$ cat src/rtl/character_move_scheduler.sv
// Round-robin movement scheduler for four sprites.
// Each step is committed only if it does not overlap another sprite.
module character_move_scheduler #(
  parameter int XLIMIT = 95,
  parameter int YLIMIT = 63,
  parameter int CHAR_W = 20,
  parameter int CHAR_H = 20,
  parameter int STEP   = 1,
  parameter int X0     = 10,
  parameter int X1     = 60,
  parameter int X2     = 10,
  parameter int X3     = 60,
  parameter int Y0     = 10,
  parameter int Y1     = 10,
  parameter int Y2     = 40,
  parameter int Y3     = 40
) (
  input  logic        clk,
  input  logic        reset_n,
  input  logic        move_tick,
  input  logic [3:0]  req_left,
  input  logic [3:0]  req_right,
  input  logic [3:0]  req_up,
  input  logic [3:0]  req_down,
  output logic [27:0] pos_x,
  output logic [23:0] pos_y,
  output logic [7:0]  dir,
  output logic [3:0]  blocked,
  output logic        busy,
  output logic        round_done,
  output logic        tick_overrun
);

  localparam int XMAX = XLIMIT - CHAR_W;
  localparam int YMAX = YLIMIT - CHAR_H;
  localparam logic [7:0] W8 = 8'(CHAR_W);
  localparam logic [7:0] H8 = 8'(CHAR_H);

  typedef enum logic [2:0] {
    S_IDLE,
    S_PROPOSE,
    S_CHECK,
    S_COMMIT,
    S_DONE
  } state_t;

  state_t r_state;
  state_t w_state_nxt;

  logic [6:0] r_x [4];
  logic [5:0] r_y [4];
  logic [1:0] r_dir [4];
  logic [3:0] r_blk;
  logic [1:0] r_rr;
  logic [1:0] r_cur;
  logic [1:0] r_slot;
  logic [1:0] r_chk;
  logic       r_hit;
  logic [6:0] r_cx;
  logic [5:0] r_cy;
  logic       r_req;
  logic [1:0] r_ndir;
  logic       r_ovr;
  logic [3:0] r_sl;
  logic [3:0] r_sr;
  logic [3:0] r_su;
  logic [3:0] r_sd;

  logic       w_gl;
  logic       w_gr;
  logic       w_gu;
  logic       w_gd;
  logic [6:0] w_cx;
  logic [5:0] w_cy;
  logic [1:0] w_nd;
  logic       w_any;
  logic [1:0] w_j;
  logic [7:0] w_ax;
  logic [7:0] w_bx;
  logic [7:0] w_ay;
  logic [7:0] w_by;
  logic       w_hit;

  always_ff @(posedge clk or negedge reset_n) begin
    if (!reset_n) begin
      r_state <= S_IDLE;
    end else begin
      r_state <= w_state_nxt;
    end
  end

  always_comb begin
    w_state_nxt = r_state;
    unique case (r_state)
      S_IDLE: begin
        if (move_tick) w_state_nxt = S_PROPOSE;
      end
      S_PROPOSE: w_state_nxt = S_CHECK;
      S_CHECK: begin
        if (r_chk == 2'd2) w_state_nxt = S_COMMIT;
      end
      S_COMMIT: begin
        w_state_nxt = (r_slot == 2'd3) ? S_DONE : S_PROPOSE;
      end
      S_DONE:  w_state_nxt = S_IDLE;
      default: w_state_nxt = S_IDLE;
    endcase
  end

  always_comb begin
    busy       = (r_state != S_IDLE);
    round_done = (r_state == S_DONE);
  end

  // Fixed L > R > U > D priority, made one-hot before decoding
  always_comb begin
    w_gl = r_sl[r_cur];
    w_gr = r_sr[r_cur] & ~r_sl[r_cur];
    w_gu = r_su[r_cur] & ~r_sl[r_cur] & ~r_sr[r_cur];
    w_gd = r_sd[r_cur] & ~r_sl[r_cur] & ~r_sr[r_cur]
         & ~r_su[r_cur];
  end

  always_comb begin
    w_cx  = r_x[r_cur];
    w_cy  = r_y[r_cur];
    w_nd  = r_dir[r_cur];
    w_any = 1'b1;
    unique case (1'b1)
      w_gl: begin
        w_nd = 2'b10;
        w_cx = (r_x[r_cur] < 7'(STEP)) ? 7'd0
             : r_x[r_cur] - 7'(STEP);
      end
      w_gr: begin
        w_nd = 2'b11;
        w_cx = (r_x[r_cur] >= 7'(XMAX - STEP)) ? 7'(XMAX)
             : r_x[r_cur] + 7'(STEP);
      end
      w_gu: begin
        w_nd = 2'b00;
        w_cy = (r_y[r_cur] < 6'(STEP)) ? 6'd0
             : r_y[r_cur] - 6'(STEP);
      end
      w_gd: begin
        w_nd = 2'b01;
        w_cy = (r_y[r_cur] >= 6'(YMAX - STEP)) ? 6'(YMAX)
             : r_y[r_cur] + 6'(STEP);
      end
      default: w_any = 1'b0;
    endcase
  end

  // The three "other" characters in ascending order, skipping cur
  always_comb begin
    w_j   = (r_chk >= r_cur) ? 2'(r_chk + 2'd1) : r_chk;
    w_ax  = {1'b0, r_cx};
    w_bx  = {1'b0, r_x[w_j]};
    w_ay  = {2'b00, r_cy};
    w_by  = {2'b00, r_y[w_j]};
    w_hit = (w_ax < w_bx + W8) && (w_ax + W8 > w_bx)
         && (w_ay < w_by + H8) && (w_ay + H8 > w_by);
  end

  always_ff @(posedge clk or negedge reset_n) begin
    if (!reset_n) begin
      r_x[0]   <= 7'(X0);
      r_x[1]   <= 7'(X1);
      r_x[2]   <= 7'(X2);
      r_x[3]   <= 7'(X3);
      r_y[0]   <= 6'(Y0);
      r_y[1]   <= 6'(Y1);
      r_y[2]   <= 6'(Y2);
      r_y[3]   <= 6'(Y3);
      r_dir[0] <= 2'b00;
      r_dir[1] <= 2'b00;
      r_dir[2] <= 2'b00;
      r_dir[3] <= 2'b00;
      r_blk    <= '0;
      r_rr     <= '0;
      r_cur    <= '0;
      r_slot   <= '0;
      r_chk    <= '0;
      r_hit    <= 1'b0;
      r_cx     <= '0;
      r_cy     <= '0;
      r_req    <= 1'b0;
      r_ndir   <= '0;
      r_ovr    <= 1'b0;
      r_sl     <= '0;
      r_sr     <= '0;
      r_su     <= '0;
      r_sd     <= '0;
    end else begin
      if (move_tick && (r_state != S_IDLE)) r_ovr <= 1'b1;
      unique case (r_state)
        S_IDLE: begin
          if (move_tick) begin
            r_sl   <= req_left;
            r_sr   <= req_right;
            r_su   <= req_up;
            r_sd   <= req_down;
            r_slot <= '0;
            r_cur  <= r_rr;
          end
        end
        S_PROPOSE: begin
          r_cx   <= w_cx;
          r_cy   <= w_cy;
          r_req  <= w_any;
          r_ndir <= w_nd;
          r_hit  <= 1'b0;
          r_chk  <= '0;
        end
        S_CHECK: begin
          r_hit <= r_hit | w_hit;
          r_chk <= 2'(r_chk + 2'd1);
        end
        S_COMMIT: begin
          if (r_req) r_dir[r_cur] <= r_ndir;
          if (r_req && !r_hit) begin
            r_x[r_cur] <= r_cx;
            r_y[r_cur] <= r_cy;
          end
          r_blk[r_cur] <= r_req & r_hit;
          r_cur  <= 2'(r_cur + 2'd1);
          r_slot <= 2'(r_slot + 2'd1);
        end
        S_DONE: begin
          r_rr <= 2'(r_rr + 2'd1);
        end
        default: ;
      endcase
    end
  end

  assign pos_x = {r_x[3], r_x[2], r_x[1], r_x[0]};
  assign pos_y = {r_y[3], r_y[2], r_y[1], r_y[0]};
  assign dir   = {r_dir[3], r_dir[2], r_dir[1], r_dir[0]};
  assign blocked      = r_blk;
  assign tick_overrun = r_ovr;

endmodule
$ cat config.mk
export PLATFORM = sky130hd
export DESIGN_NAME = character_move_scheduler
export DESIGN_NICKNAME = d
export VERILOG_FILES = /design/src/rtl/character_move_scheduler.sv
export SDC_FILE = /design/constraint.sdc
export NUM_CORES = 1
export LEC_CHECK = 0
export CORE_ASPECT_RATIO = 0.9
export CORE_UTILIZATION = 55
export CTS_BUF_LIST = sky130_fd_sc_hd__clkbuf_8
export DETAILED_ROUTE_END_ITERATION = 6
export PLACE_DENSITY = 0.83
export SYNTH_ARGS = -nofsm -noshare
export SYNTH_HDL_FRONTEND = slang
export SYNTH_SLANG_ARGS = --single-unit
$ cat constraint.sdc
create_clock -name clk -period 5.4 [get_ports clk]
set_input_delay 0.81 -clock clk [delete_from_list [all_inputs] [get_ports clk]]
set_output_delay 0.81 -clock clk [all_outputs]
set_load 0.02 [all_outputs]
==> metrics.md, run 1 <==
| Metric | Value |
|---|---|
| First-pass GRT wire length | `just under 30000 um` |
| Placed insts | `824` |
| TritonCTS Sinks | `~110` |
| Worst r2r src | `r_chk[0]` |
| Die height | `between 100 and 150 um` |
| FMAX | `about 0.24 GHz` |
| Max Buffers Root-to-Sink | `2` |
| Core box area | `12200 um^2` |
| Row count | `38` |
| WL final | `approximately 18000 um` |
| Grt ovf | `0` |
| H-tree lvl count | `3` |
| Commonest non-fill, non-tap cell in the layout | `dfrtp_1` |
| IO Port Bufs | `85` |
| Largest net degree at the start of global routing | `between 60 and 70` |
| Critical hold path startpoint | `tick_overrun` |
| Syn Area/Cell | `11.6 um^2` |
| DR WL/cell | `about 22 um` |
| Drt pass-1 iters | `4` |
| Area growth syn-to-layout | `16.8%` |
| # setup viols final | `0` |
| Final nets | `approximately 730` |
| Vias | `about 5300` |
| Synth Flop Type | `dfrtp_1` |
| Final core area utilization | `66.7%` |
| Share of cells above drive strength 1 | `about 24%` |
| Syn nets | `659` |
| Max Slew Vio Count | `0` |
| Clock Latency Late Sink | `roughly 0.40 ns` |
| Initial Utilization | `between 50% and 60%` |
| DRT antenna net count | `0` |
| CP Data Arrival Time | `roughly 4.5 ns` |
| Number of DRC markers in iteration 0 | `between 300 and 400` |
| Finished Layout Cells | `between 800 and 900` |
| Die width | `around 120 um` |
| Startpoint Class | `flip-flop` |
| Crit path launch | `r_chk[0]` |
| Antenna Cells | `0` |
| Critical path peak fanout | `13` |
| Yosys cell types | `65` |
| Mapped Cells | `approximately 600` |
| Max-cap viol count | `0` |
| Worst slew pin tran | `around 1.0 ns` |
| CTS clock-pin slew for the worst setup and hold paths | `~0.1 ns` |
| Number of flops mapped to enable cells by yosys | `0` |
| Number of global-route vias before repair | `5287` |
| Synth warnings | `0` |
| Initial antenna violation count | `0` |
| Hold Worst Slack | `0.488 ns` |
| Final Hold Fails | `0` |
| GRT Total Usage | `between 20% and 30%` |
| Tmin final | `between 4 and 5 ns` |
| GPL Wtd Cong | `between 0.9 and 1` |
| RSZ-0062 raised after global routing | `false` |
| Setup TNS | `0 ns` |
| HP Class | `flip-flop to flip-flop` |
| Total CTS buffers | `9` |
| Crit path capture type | `flip-flop` |
| Required @ worst endpoint | `around 5.7 ns` |
| Post-synthesis sequential area ratio | `around two fifths` |
| Ys async rst share | `100%` |
| Post-CTS sizing | `0` |
| Status | `completed` |
| CTS root buf | `clkbuf_8` |
| Post-Syn Area | `about 7000 um^2` |
| #FFs+latches synth | `109` |
| DIE AREA | `13100 um^2` |
| Fin crit share | `roughly four fifths` |
| Critical path class | `flip-flop to flip-flop` |
| Hpwl dp | `approximately 13000 um` |
| Top Ports | `86` |
| CTS tree | `built` |
| Post-CTS Hold Fix Bufs | `0` |
| Avg Vias per Cell | `between 6 and 7` |
| DRC Markers | `0` |
| Commonest non-fill, non-tap cells in the layout | `dfrtp_1, clkdlybuf4s50_1, mux2_2, mux2i_1, ha_1` |
| Worst Skew | `between 0.01 and 0.015 ns` |
| Rel. slew slack | `about a third` |
| Fillers | `a little over 900` |
| Post-CTS Setup Bufs | `0` |
[cell type report]
| type | instances | area, um^2 | share of cell area [%] |
|---|---|---|---|
| clock buffers | 10 | 138 | 1.69 |
| clock inverters | 6 | 81.3 | 0.998 |
| inverters | 24 | 90.1 | 1.11 |
| multi-input cells | 440 | 3990 | 49.0 |
| flip-flops and latches | 109 | 2750 | 33.8 |
| well taps | 160 | 200 | 2.46 |
| repair buffers | 91 | 893 | 11.0 |
[worst max-delay path: stages (launching register included)]
cell      delay, ns
dfrtp_1        0.47
inv_1          0.40
ha_1           0.32
nand2b_1       0.17
a21oi_2        0.49
xnor2_1        0.40
mux4_2         0.58
inv_1          0.07
ha_1           0.23
nor2b_1        0.13
o21ai_0        0.19
nor2b_1        0.19
maj3_1         0.19
o21ai_0        0.08
a41o_1         0.23
[final timing paths]
kind                                 to  slack (ns)  cells past startpoint
setup / recovery                  r_hit        1.17                     14
hold / removal             tick_overrun        0.49                      1
setup reg to reg                  r_hit        1.17                     14
hold reg to reg            tick_overrun        0.49                      1
max in group asynchronous     pos_x[15]        3.80                      2
min in group asynchronous    r_state[2]        0.52                      1
[routing by layer]
metal / routed length, um / part of all wire, % / GRT usage [%] / vias to the layer above
met5: 0 / 0 / 0 / -
li1: - / - / - / 2369
met1: 7970 / 44 / 39.8 / 2741
met2: 8750 / 48 / 48.0 / 198
met4: 395 / 2.2 / 9.35 / 0
met3: 1110 / 6.1 / 5.70 / 26
[registers in the layout (all words and copies together) (netlist names)]
register	flops
tick_overrun	1
r_slot	2
pos_x	28
r_chk	2
r_su	4
r_rr	2
r_hit	1
blocked	4
r_cur	2
r_ndir	2
r_req	1
r_cy	6
r_sl	4
r_sd	4
pos_y	24
r_state	3
dir	8
r_sr	4
r_cx	7
[cells in the mapped netlist (all sizes together) (14+ instances only)]
master	n	area [um^2]
mux4	30	676
inv	23	86.3
mux2	80	901
nor2	34	143
mux2i	40	400
o21ai	24	120
nand2	34	128
clkbuf	14	52.6
dfstp	20	526
xnor2	16	140
ha	39	488
a21oi	25	129
dfrtp	89	2230
buf	14	91.3
[kinds of logic (layout without fill, tap and decap cells)]
kind of cell    count (synthesis)  count (layout)  share of synthesized area [%]
mux                           150             150                           28.3
fa+ha+maj                      40              40                           7.14
xor+xnor                       22              22                           2.76
flops                         109             109                           39.5
simple gates                  132             132                           9.87
compound gates                 96              96                           9.06
buf+inv                        52             131                           3.35
[metrics by stage]
step	worst slack, ns	instance area, um^2
finish	1.17	8150
global route	0.822	8150
CTS	1.19	8150
detailed placement	1.21	7930
global placement	1.32	7930
floorplan	1.46	6970
Power of run 1 is not shown: default switching activity piles up to over one toggle a cycle in this logic, so the estimate is an artifact.
==> run 2, diff against run 1 <==
==> constraint.sdc (replaced) <==
create_clock -name clk -period 4.21 [get_ports clk]
set_input_delay 0.6315 -clock clk [delete_from_list [all_inputs] [get_ports clk]]
set_output_delay 0.6315 -clock clk [all_outputs]
set_load 0.02 [all_outputs]
==> run 2 against run 1 <==
  * Sequential cell count unchanged
  * Final cell count is 0.48% higher
  * Global-route usage fell by 0.88 points
  * First-iteration DRC count rose by 8.3%
  * Setup slack worse by 0.77 ns
  * Clock skew fell by 0.0039 ns
  * Maximum frequency grew 11%
  * Sequential share of layout area is 0.083 points higher
  * Critical path depth unchanged
  * Largest cell class unchanged
==> metrics.md, run 2 (synthesized netlist as in run 1, its figures left out) <==
| Metric | Value |
|---|---|
| GRT Total Usage | `28.5% (-0.88 points)` |
| Total CTS buffers | `9 (unchanged)` |
| Critical path's largest stage delay | `0.59 ns (about the same)` |
| Cells along the critical path | `inv_1 > ha_1 > nand2b_1 > a21oi_2 > xnor2_1 > mux4_2 > inv_1 > ha_1 > nor2b_1 > o21ai_0 > nor2b_1 > maj3_1 > o21ai_0 > a41o_1` |
| Status | `completed` |
| Avg Vias per Cell | `6.24 (-1.8%)` |
| Max-cap viol count | `0 (unchanged)` |
| Top Ports | `86 (unchanged)` |
| Final instance area | `8130 um^2 (-0.25%)` |
| Initial antenna violation count | `0 (unchanged)` |
| Top delay family on crit path | `adder cells` |
| Required @ worst endpoint | `4.50 ns (-1.19 ns)` |
| Post-CTS Setup Bufs | `0 (unchanged)` |
| Number of global-route vias before repair | `5250 (-0.70%)` |
| Worst slew pin tran | `0.998 ns (-0.0249 ns)` |
| IO Port Bufs | `85 (unchanged)` |
| Drt pass-1 iters | `5 (+1)` |
| GPL Wtd Cong | `0.908 (-3.3%)` |
| Die height | `109 um (unchanged)` |
| Die width | `121 um (unchanged)` |
| Worst Skew | `0.0105 ns (-0.00391 ns)` |
| Startpoint Class | `flip-flop` |
| H-tree lvl count | `3 (unchanged)` |
| Tmin final | `3.81 ns (-0.417 ns)` |
| Post-CTS Hold Fix Bufs | `0 (unchanged)` |
| Max FFs per register | `28 (unchanged)` |
| Critical path class | `flip-flop to flip-flop` |
| # setup viols final | `0 (unchanged)` |
| Share of cells above drive strength 1 | `24.7% (+0.44 points)` |
| Fin crit share | `90.5% (+12 points)` |
| Grt ovf | `0 (unchanged)` |
| Largest net degree at the start of global routing | `41 (-40%)` |
| DRT antenna net count | `0 (unchanged)` |
| Critical path peak fanout | `8 (-5)` |
| Critical path buffer and inverter count | `2 (unchanged)` |
| Max Slew Vio Count | `0 (unchanged)` |
| DR WL/cell | `20.9 um (-3.7%)` |
| First-pass GRT wire length | `28100 um (-3.2%)` |
| FMAX | `0.262 GHz (+11%)` |
| DRC Markers | `0 (unchanged)` |
| Hpwl dp | `12700 um (-2.1%)` |
| Final Hold Fails | `0 (unchanged)` |
| Row count | `38 (unchanged)` |
| Antenna Cells | `0 (unchanged)` |
| CTS clock-pin slew for the worst setup and hold paths | `0.10 ns (about the same)` |
| CTS root buf | `clkbuf_8` |
| CP Data Arrival Time | `4.10 ns (-0.41 ns)` |
| Area growth syn-to-layout | `16.5%` |
| Critical path's slowest cell | `mux4_2` |
| DIE AREA | `13100 um^2 (unchanged)` |
| Post-CTS sizing | `0 (unchanged)` |
| Max Buffers Root-to-Sink | `2 (unchanged)` |
| Dpl cell area | `7960 um^2 (+0.38%)` |
| Vias | `5264 (-1.3%)` |
| HP Class | `input port to asynchronous set/reset pin` |
| Commonest non-fill, non-tap cell in the layout | `dfrtp_1` |
| Initial Utilization | `57.1% (unchanged)` |
| RSZ-0062 raised after global routing | `false` |
| CTS tree | `built` |
| Commonest non-fill, non-tap cells in the layout | `dfrtp_1, clkdlybuf4s50_1, mux2_2, mux2i_1, ha_1` |
| Setup TNS | `0 ns (unchanged)` |
| Number of DRC markers in iteration 0 | `392 (+8.3%)` |
| Rel. slew slack | `33.5% (+1.7 points)` |
| Core box area | `12200 um^2 (unchanged)` |
| Final nets | `737 (+0.55%)` |
| TritonCTS Sinks | `109 (unchanged)` |
| Clock Latency Late Sink | `0.40 ns (about the same)` |
| WL final | `17600 um (-3.3%)` |
| Crit path capture type | `flip-flop` |
## run 2: cell types whose count changed in the layout (fill, tap and decap cells not counted)
cell,previous run,this run
buf_4,7,11
bufinv_16,2,0
clkbuf_8,10,9
clkinv_4,1,2
clkinvlp_4,0,2
## run 2: per-stage QoR
stage | setup slack [ns] | util (%) | std cells | hold slack (ns)
final | 0.400 | 66.5 | 844 | 0.168
after global placement | 0.732 | 65.1 | 828 | 0.440
after global routing | 0.0824 | 66.5 | 844 | 0.193
after CTS | 0.451 | 66.5 | 844 | 0.187
after floorplan | 0.273 | - | 601 | 0.336
after detailed placement | 0.486 | 65.1 | 828 | 0.447
## run 2: cell type report
type                    instances  area (um^2)
clock buffers                   9          124
clock inverters                 7         45.0
fillers                       912         4090
inverters                      24         90.1
multi-input cells             440         3990
flip-flops and latches        109         2750
well taps                     160          200
repair buffers                 95          923
## run 2: path summary, 6_finish.rpt
path / cells after the start / to / startpoint / slack, ns
max: 14 / r_hit / r_chk[0] / 0.40
min: 1 / r_state[0] / reset_n / 0.17
max reg2reg: 14 / r_hit / r_chk[0] / 0.40
min reg2reg: 1 / tick_overrun / tick_overrun / 0.47
max in group asynchronous: 2 / pos_y[17] / reset_n / 3.13
min in group clk: 1 / tick_overrun / tick_overrun / 0.47
## run 2: per-layer routing
layer	track usage [%]	up-vias	routed length, um
met5	0	-	0
met4	8.73	0	354
met3	6.01	35	976
met2	46.0	171	8490
met1	39.0	2690	7820
li1	-	2368	-
Power of run 2 is left out for the same reason.
==> run 3, diff against run 2 <==
--- a/config.mk
+++ b/config.mk
@@ -6,10 +6,12 @@
 export NUM_CORES = 1
 export LEC_CHECK = 0
 export CORE_ASPECT_RATIO = 0.9
+export CORE_MARGIN = 2
 export CORE_UTILIZATION = 55
 export CTS_BUF_LIST = sky130_fd_sc_hd__clkbuf_8
 export DETAILED_ROUTE_END_ITERATION = 6
 export PLACE_DENSITY = 0.83
+export SETUP_SLACK_MARGIN = 0.4
 export SYNTH_ARGS = -nofsm -noshare
 export SYNTH_HDL_FRONTEND = slang
 export SYNTH_SLANG_ARGS = --single-unit
==> run 3 against run 2 <==
  * First-iteration DRC count shrank 5.4%
  * Non-clock buffer count unchanged
  * Via count is 0.27% higher
  * Sequential share of layout area decreased by 0.28 points
  * Critical path depth shrank 1
  * Die area rose by 3.5%
  * Clock skew is 0.0018 ns higher
  * Core utilization is 1.1 points lower
  * Setup slack improved by 0.30 ns
  * Routed wire length rose by 0.75%
  * Maximum frequency is 8.6% higher
  * Register-to-register slack better by 0.30 ns
  * Largest cell class unchanged
==> metrics.md, run 3 (synthesized netlist as in run 1, its figures left out) <==
| Metric | Value |
|---|---|
| Uppermost layer routed | `met4` |
| TritonCTS Sinks | `109 (unchanged)` |
| CTS root buf | `clkbuf_8` |
| DRC Markers | `0 (unchanged)` |
| Antenna Cells | `0 (unchanged)` |
| IO Port Bufs | `85 (unchanged)` |
| Max FFs per register | `28 (unchanged)` |
| Initial Utilization | `55.6% (-1.5 points)` |
| Placed insts | `832 (+0.48%)` |
| Commonest non-fill, non-tap cell in the layout | `dfrtp_1` |
| Fin crit share | `83.3% (-7.2 points)` |
| Met2 WL | `8680 um (+2.2%)` |
| Post-CTS Hold Fix Bufs | `0 (unchanged)` |
| # setup viols final | `0 (unchanged)` |
| Worst slew pin tran | `0.965 ns (-0.0324 ns)` |
| Area growth syn-to-layout | `17.6%` |
| Row count | `39 (+2.6%)` |
| Final Hold Fails | `0 (unchanged)` |
| Tmin final | `3.51 ns (-0.303 ns)` |
| First-pass GRT wire length | `28800 um (+2.2%)` |
| Setup TNS | `0 ns (unchanged)` |
| GPL Wtd Cong | `0.970 (+6.9%)` |
| Final worst setup slack | `0.703 ns (+0.303 ns)` |
| GRT Total Usage | `27.5% (-1.1 points)` |
| Critical path's slowest cell | `mux4_2` |
| Post-CTS Setup Bufs | `0 (unchanged)` |
| Cells along the critical path | `inv_1 > buf_4 > ha_2 > buf_6 > mux2i_1 > mux4_2 > a21boi_0 > xnor2_1 > ha_1 > a2111oi_0 > a21oi_1 > o31ai_1 > a41o_1` |
| Finished Layout Cells | `848 (+0.47%)` |
| DRT antenna net count | `0 (unchanged)` |
| Vias | `5278 (+0.27%)` |
| Required @ worst endpoint | `4.55 ns (+0.05 ns)` |
| CTS tree | `built` |
| Startpoint Class | `flip-flop` |
| Rel. slew slack | `35.6% (+2.2 points)` |
| HP Class | `input port to asynchronous set/reset pin` |
| Commonest non-fill, non-tap cells in the layout | `dfrtp_1, clkdlybuf4s50_1, mux2_2, mux2i_1, ha_1` |
| Max Buffers Root-to-Sink | `2 (unchanged)` |
| DIE AREA | `13600 um^2 (+3.5%)` |
| Drt pass-1 iters | `5 (unchanged)` |
| DR WL/cell | `21.0 um (+0.28%)` |
| CP Data Arrival Time | `3.84 ns (-0.26 ns)` |
| Core box area | `12500 um^2 (+2.6%)` |
| CTS clock-pin slew for the worst setup and hold paths | `0.10 ns (about the same)` |
| Clock Latency Late Sink | `0.40 ns (about the same)` |
| Grt ovf | `0 (unchanged)` |
| Critical path peak fanout | `14 (+6)` |
| Die height | `111 um (+1.8%)` |
| Status | `completed` |
| Hpwl dp | `12800 um (+0.58%)` |
| Worst Skew | `0.0123 ns (+0.00183 ns)` |
| WL met3 | `985 um (+0.92%)` |
| Number of DRC markers in iteration 0 | `371 (-5.4%)` |
| Max Slew Vio Count | `0 (unchanged)` |
| Largest net degree at the start of global routing | `42 (+2.4%)` |
| DRT met1 WL | `7620 um (-2.5%)` |
| Max-cap viol count | `0 (unchanged)` |
| H-tree lvl count | `3 (unchanged)` |
| Pre-CTS setup slack | `0.546 ns (+0.0598 ns)` |
| FMAX | `0.285 GHz (+8.6%)` |
| Avg Vias per Cell | `6.22 (-0.21%)` |
| Number of global-route vias before repair | `5465 (+4.1%)` |
| WL final | `17800 um (+0.75%)` |
| Top Ports | `86 (unchanged)` |
| Critical path's largest stage delay | `0.53 ns (-0.06 ns)` |
| Critical path class | `flip-flop to flip-flop` |
| Die width | `123 um (+1.7%)` |
| RSZ-0062 raised after global routing | `false` |
| Final nets | `737 (unchanged)` |
| Share of cells above drive strength 1 | `25.1% (+0.44 points)` |
| Total CTS buffers | `9 (unchanged)` |
| Crit path capture type | `flip-flop` |
| Initial antenna violation count | `0 (unchanged)` |
## run 3: metal layers
layer	vias up	global-route usage (%)
met5	-	0
met4	0	9.43
met3	34	6.33
met2	171	44.1
met1	2698	36.6
li1	2375	-
## run 3: worst max-delay path, delay by kind of cell, from the launching register on
kind            cells  cell delay [ns]
compound gates      5             1.03
fa+ha+maj           2             0.64
buf+inv             3             0.52
flops               1             0.46
xor+xnor            1             0.17
mux                 2             0.63
## run 3: area by class of cell
cell class              count  area (um^2)
fillers                   943         4340
multi-input cells         440         4010
flip-flops and latches    109         2750
repair buffers             95          927
well taps                 164          205
clock buffers               9          124
inverters                  24         90.1
clock inverters             7         85.1
## run 3: worst paths after layout
| check | from | end | slack, ns | cells after the start |
|---|---|---|---|---|
| max | r_chk[0] | r_hit | 0.70 | 13 |
| min | reset_n | blocked[3] | 0.14 | 1 |
| max reg2reg | r_chk[0] | r_hit | 0.70 | 13 |
| min reg2reg | tick_overrun | tick_overrun | 0.48 | 1 |
| max in group asynchronous | reset_n | r_chk[0] | 3.19 | 2 |
| min in group clk | tick_overrun | tick_overrun | 0.48 | 1 |
## run 3: per-stage QoR
stage	hold slack [ns]	cell area [um^2]	util, %
final	0.139	8200	65.4
after detailed placement	0.453	7970	63.6
after global routing	0.145	8200	65.4
after floorplan	0.336	6980	-
after CTS	0.144	8180	65.2
after global placement	0.441	7970	63.6
## run 3: repair_timing
item / in CTS / in global routing
setup endpoints to repair: 0 / 1
gates resized for setup: 0 / 5
hold endpoints to repair: 0 / 0
Power of run 3 is left out for the same reason.
